## src/rtl/cam_pixel_tx.sv

```systemverilog
// cam_pixel_tx: camera pixel-bus transmitter (VSYNC/HREF/8-bit DATA, RGB565 high byte first)
module cam_pixel_tx #(
  parameter int WIDTH   = 176,
  parameter int HEIGHT  = 144,
  parameter int VS_CYC  = 16,
  parameter int VBP_CYC = 32,
  parameter int HB_CYC  = 8
) (
  input  logic        CLK,
  input  logic        RESET_N,
  input  logic        EN,
  input  logic        MODE,
  input  logic [15:0] PIX_IN,
  output logic        PIX_REQ,
  output logic [7:0]  PIX_X,
  output logic [7:0]  PIX_Y,
  output logic        VSYNC,
  output logic        HREF,
  output logic [7:0]  DATA,
  output logic        FRAME_DONE,
  output logic        BUSY
);
  localparam int LB = 2 * WIDTH;
  localparam int M1 = VS_CYC > VBP_CYC ? VS_CYC : VBP_CYC;
  localparam int M2 = LB > HB_CYC ? LB : HB_CYC;
  localparam int CW = $clog2((M1 > M2 ? M1 : M2) + 1);
  localparam logic [CW-1:0] VS_L  = CW'(VS_CYC - 1);
  localparam logic [CW-1:0] VBP_L = CW'(VBP_CYC - 1);
  localparam logic [CW-1:0] LB_L  = CW'(LB - 1);
  localparam logic [CW-1:0] HB_L  = CW'(HB_CYC - 1);
  localparam logic [7:0]    ROW_L = 8'(HEIGHT - 1);
  localparam logic [15:0] BARS [8] = '{16'hFFFF, 16'hFFE0, 16'h07FF, 16'h07E0,
                                       16'hF81F, 16'hF800, 16'h001F, 16'h0000};
  typedef enum logic [2:0] {S_IDLE, S_VS, S_VBP, S_LINE, S_HBL} state_t;
  state_t st, ns;
  logic [CW-1:0] cnt, nc;
  logic [7:0] row, nrow, lo_r, x_n, y_n;
  logic mode_r, req_n;
  logic [2:0] bar_i;
  logic [15:0] src;
  assign bar_i = 3'((16'(PIX_X) * 16'd8) / 16'(WIDTH));
  assign src = mode_r ? BARS[bar_i] : PIX_IN;
  always_comb begin
    ns = st;
    nc = cnt + 1'b1;
    nrow = row;
    case (st)
      S_IDLE: begin
        nc = '0;
        if (EN) ns = S_VS;
      end
      S_VS: if (cnt == VS_L) begin
        ns = S_VBP;
        nc = '0;
      end
      S_VBP: if (cnt == VBP_L) begin
        ns = S_LINE;
        nc = '0;
      end
      S_LINE: if (cnt == LB_L) begin
        ns = S_HBL;
        nc = '0;
      end
      S_HBL: if (cnt == HB_L) begin
        nc = '0;
        if (row == ROW_L) begin
          nrow = '0;
          ns = EN ? S_VS : S_IDLE;
        end else begin
          nrow = row + 8'd1;
          ns = S_LINE;
        end
      end
      default: begin
        ns = S_IDLE;
        nc = '0;
      end
    endcase
  end
  // A request precedes every high-byte cycle, so the source has one clock to answer
  assign req_n = (ns == S_VBP && nc == VBP_L) || (ns == S_HBL && nc == HB_L && row != ROW_L) ||
                 (ns == S_LINE && nc[0] && nc != LB_L);
  assign x_n = ns == S_LINE ? 8'(nc[CW-1:1]) + 8'd1 : 8'd0;
  assign y_n = ns == S_HBL ? nrow + 8'd1 : nrow;
  always_ff @(posedge CLK) begin
    if (!RESET_N) begin
      st <= S_IDLE;
      cnt <= '0;
      row <= '0;
      lo_r <= '0;
      mode_r <= 1'b0;
      PIX_REQ <= 1'b0;
      PIX_X <= '0;
      PIX_Y <= '0;
      VSYNC <= 1'b0;
      HREF <= 1'b0;
      DATA <= '0;
      FRAME_DONE <= 1'b0;
      BUSY <= 1'b0;
    end else begin
      st <= ns;
      cnt <= nc;
      row <= nrow;
      if (ns == S_VS && st != S_VS) mode_r <= MODE;
      VSYNC <= ns == S_VS;
      HREF <= ns == S_LINE;
      BUSY <= ns != S_IDLE;
      FRAME_DONE <= ns == S_HBL && nc == HB_L && row == ROW_L;
      PIX_REQ <= req_n;
      if (req_n) begin
        PIX_X <= x_n;
        PIX_Y <= y_n;
      end else if (ns == S_IDLE) begin
        PIX_X <= '0;
        PIX_Y <= '0;
      end
      DATA <= ns != S_LINE ? 8'd0 : nc[0] ? lo_r : src[15:8];
      if (ns == S_LINE && !nc[0]) lo_r <= src[7:0];
    end
  end
endmodule

```

## config.mk

```make
export PLATFORM = sky130hd
export DESIGN_NAME = cam_pixel_tx
export DESIGN_NICKNAME = d
export VERILOG_FILES = /design/src/rtl/cam_pixel_tx.sv
export SDC_FILE = /design/constraint.sdc
export NUM_CORES = 1
export LEC_CHECK = 0
export ABC_AREA = 1
export BUFFER_PORTS_ARGS = -buffer_cell sky130_fd_sc_hd__buf_2
export CAP_MARGIN = 15
export CORE_UTILIZATION = 30
export DETAILED_ROUTE_END_ITERATION = 16
export MAX_ROUTING_LAYER = met4
export PLACE_DENSITY = 0.57
export SKIP_CTS_REPAIR_TIMING = 1
export SYNTH_ARGS = -nofsm -noshare
export SYNTH_HDL_FRONTEND = slang
export SYNTH_SLANG_ARGS = --single-unit
```

## constraint.sdc

```tcl
create_clock -name CLK -period 4.6 [get_ports CLK]
set_clock_uncertainty 0.15 [all_clocks]
set_input_delay 0.92 -clock CLK [delete_from_list [all_inputs] [get_ports CLK]]
set_output_delay 0.92 -clock CLK [all_outputs]
set_load 0.005 [all_outputs]
```

==> reports/metrics.cfg <==
[yosys]
synth.net_count = 520
yosysUniqueCellTypes = 32
avgSynthCellArea_um2 = 6.61
ys_seq_area_share_pct = 35.4
ys_seq_elements = 58
syn-instance-count = 496
syn_area_um2 = 3280
ys_warn_count = 0

[global_route]
grtUsageTotal_pct = 16.3
grt_pass1_wl_um = 14300
grt_pass1_vias = 3099
grt_overflow = 0
antenna_found_initial = 0
grt_max_degree = 19

[cells_and_area]
n_fill_cell = 1145
multiInputGateArea_um2 = 1840
fin_util_pct = 36.7
mostFrequentLayoutCell = nand2_1
drive_gt1_share_pct = 19.5
final_cell_mix = nand2_1 (107), dfxtp_1 (58), nand3_1 (57), nor2_1 (53), buf_2 (48)
syn_to_final_growth_pct = 17.1
insertedDiodeCount = 0
final-seq-area_um2 = 1160
nNetsFinal = 569

[cts]
h-tree-depth = 3
cts_tree = done
cts.clk_slew.worst_paths_ns = 0.07
clockBufferDepth = 2
cts.sinks = 58
insertion_delay_ns = 0.33
cts_buffers = 9
cts_root_buf = clkbuf_8

[floorplanning]
core_um2 = 10500
rows = 37
die_y_um = 107
start_util_pct = 31.3
ios = 49
die_x_um = 107
die_area_um2 = 11300

[route]
vias_per_cell = 4.83
drt_wl_total_um = 8370
ant_nets = 0
vias = 3314
drtPass1Iterations = 5
wire_per_inst_um = 12.2
post-route-drc-count = 0
dr.first_iter.drc_count = 181

[pwr]
pwr-share-comb_pct = 6.2
ir_worst_vdd_mv = 0.159
p_per_area_nw_per_um2 = 276
netSwitchingPower_uw = 254
switching_share_pct = 24.0
p_leak_uw = 0.00177
clkPwrFrac_pct = 45.8
seqPwrFrac_pct = 48.0
internal-power_uw = 805

[sta]
fmax_mhz = 338
hold_viol = 0
fin_crit_ns = 2.96
slew_viol_final = 0
setup_viol_count_final = 0
worst_slew_pin_slew_ns = 0.747
rsz0062_at_grt = false
worst_slack_ns = 1.64
post-route-period-util_pct = 64.3
setup_tns_ns = 0
slew_headroom_pct = 50.0

[setup_path]
r2r-end = lo_r[0]
r2r_slack_ns = 1.64
cpMaxStageDelayCell = nor2_1
path_cells = ha_1 -> nand2_2 -> nor2_2 -> inv_2 -> nor2_4 -> nor2_2 -> nor2_2 -> nand2_2 -> nand2_2 -> inv_2 -> nor2_1 -> inv_1 -> a21oi_1 -> a21oi_1
required_ns = 4.67
start_kind = flip-flop
critical_path_arrival_ns = 3.02
rr_startpoint = cnt[0]
setup.worst_path.class = flip-flop to flip-flop
cp_slowest_stage_delay_ns = 0.48
endpoint_kind = flip-flop
worstPathMaxFanout = 12
rr_worst_depth = 14

[placement]
dp_hpwl_um = 6610
pre_cts_slack_ns = 1.61
portBuffers = 48
globalplace.congestion = 0.840

[hold_path]
hold_end = PIX_Y[6]
min_path_cells = 2
worstHoldPathType = flip-flop to flip-flop
worstHoldStart = PIX_Y[6]

[run]
max-cap-violations = 0

[outcome]
status = finished clean

## worst max-delay path: cells and delay by family, from the launching register on
kind,cells,cell delay [ns]
and+or+nand+nor,8,1.42
AOI/OAI and AO/OA,2,0.27
buffers and inverters,3,0.38
DFF,1,0.36
adders and majority gates,1,0.26
## cells by family (layout without fill, tap and decap cells)
logic type      after synthesis  in the layout  share of synthesized area, %
compound gates               87             87                          13.8
xor+xnor                     12             12                          3.21
fa+ha+maj                     4              4                          1.53
buf+inv                      69            123                          8.55
flops                        58             58                          35.4
simple gates                266            266                          37.5
## power groups by stage
stage / Sequential (uW) / Clock, uW / Combinational, uW
global route: 509 / 514 / 73.2
finish: 508 / 485 / 65.5
global placement: 520 / 0 / 64.3
detailed placement: 520 / 0 / 65.3
CTS: 508 / 496 / 65.6
floorplan: 519 / 0 / 43.7
## sequential cells by signal, indices dropped and copies added (netlist names), 3 cells and up
| signal | count |
|---|---|
| DATA | 8 |
| PIX_X | 8 |
| PIX_Y | 8 |
| cnt | 9 |
| lo_r | 8 |
| row | 8 |
| st | 3 |
## area by class of cell
class | instances | share of cell area [%]
flip-flops and latches | 58 | 30.3
repair buffers | 49 | 6.46
clock inverters | 4 | 1.30
multi-input cells | 369 | 47.8
clock buffers | 12 | 4.04
well taps | 136 | 4.43
inverters | 58 | 5.67
## worst max-delay path by stage
| stage | from | end | depth (start not counted) |
|---|---|---|---|
| 3_5_place_dp | RESET_N | PIX_X[4] | 8 |
| 6_report | cnt[0] | lo_r[0] | 14 |
| 5_1_grt | cnt[0] | lo_r[0] | 14 |
| 3_3_place_gp | RESET_N | PIX_X[7] | 8 |
| 4_1_cts | cnt[0] | lo_r[0] | 14 |
| 2_1_floorplan | cnt[0] | PIX_X[6] | 16 |
## metrics by stage
step / cells / hold slack (ns) / power [uW] / instance area, um^2
2_1_floorplan: 496 / 0.313 / 563 / 3280
3_3_place_gp: 670 / 0.316 / 584 / 3630
3_5_place_dp: 670 / 0.321 / 585 / 3630
4_1_cts: 686 / 0.333 / 1070 / 3840
5_1_grt: 686 / 0.353 / 1100 / 3840
6_report: 686 / 0.330 / 1060 / 3840
## synthesized netlist by cell type
library cell | n | share of area [%]
nor2_1 | 53 | 6.1
xor2_1 | 10 | 2.7
clkinv_1 | 2 | 0.23
buf_2 | 5 | 0.76
o2111ai_1 | 1 | 0.27
inv_2 | 9 | 1.0
nand4_1 | 12 | 2.3
nor3b_1 | 1 | 0.23
nand2_1 | 107 | 12
nor3_1 | 4 | 0.61
nand2_2 | 8 | 1.5
a22oi_1 | 1 | 0.23
buf_6 | 2 | 0.69
o21ai_0 | 34 | 5.2
nand3_1 | 57 | 8.7
a21oi_1 | 43 | 6.6
o21ai_2 | 1 | 0.27
nor3_2 | 1 | 0.31
clkbuf_1 | 3 | 0.34
nor2_2 | 11 | 2.1
nor2_4 | 3 | 1.0
ha_1 | 4 | 1.5
o2bb2ai_1 | 1 | 0.27
inv_1 | 47 | 5.4
o21ai_1 | 5 | 0.76
or2_2 | 4 | 0.76
dfxtp_1 | 58 | 35
nand3_2 | 4 | 1.2
a21oi_2 | 1 | 0.27
xnor2_1 | 2 | 0.53
buf_1 | 1 | 0.11
nand2_4 | 1 | 0.34
## routing by layer
layer | routed length [um] | global-route usage, % | share of wire, % | vias to the layer above
met1 | 3870 | 19.5 | 46 | 1522
met2 | 4060 | 27.6 | 48 | 63
li1 | - | - | - | 1719
met5 | 0 | - | 0 | -
met3 | 308 | 2.64 | 3.7 | 10
met4 | 136 | 6.36 | 1.6 | 0
Power figures use the tool's default switching activity.
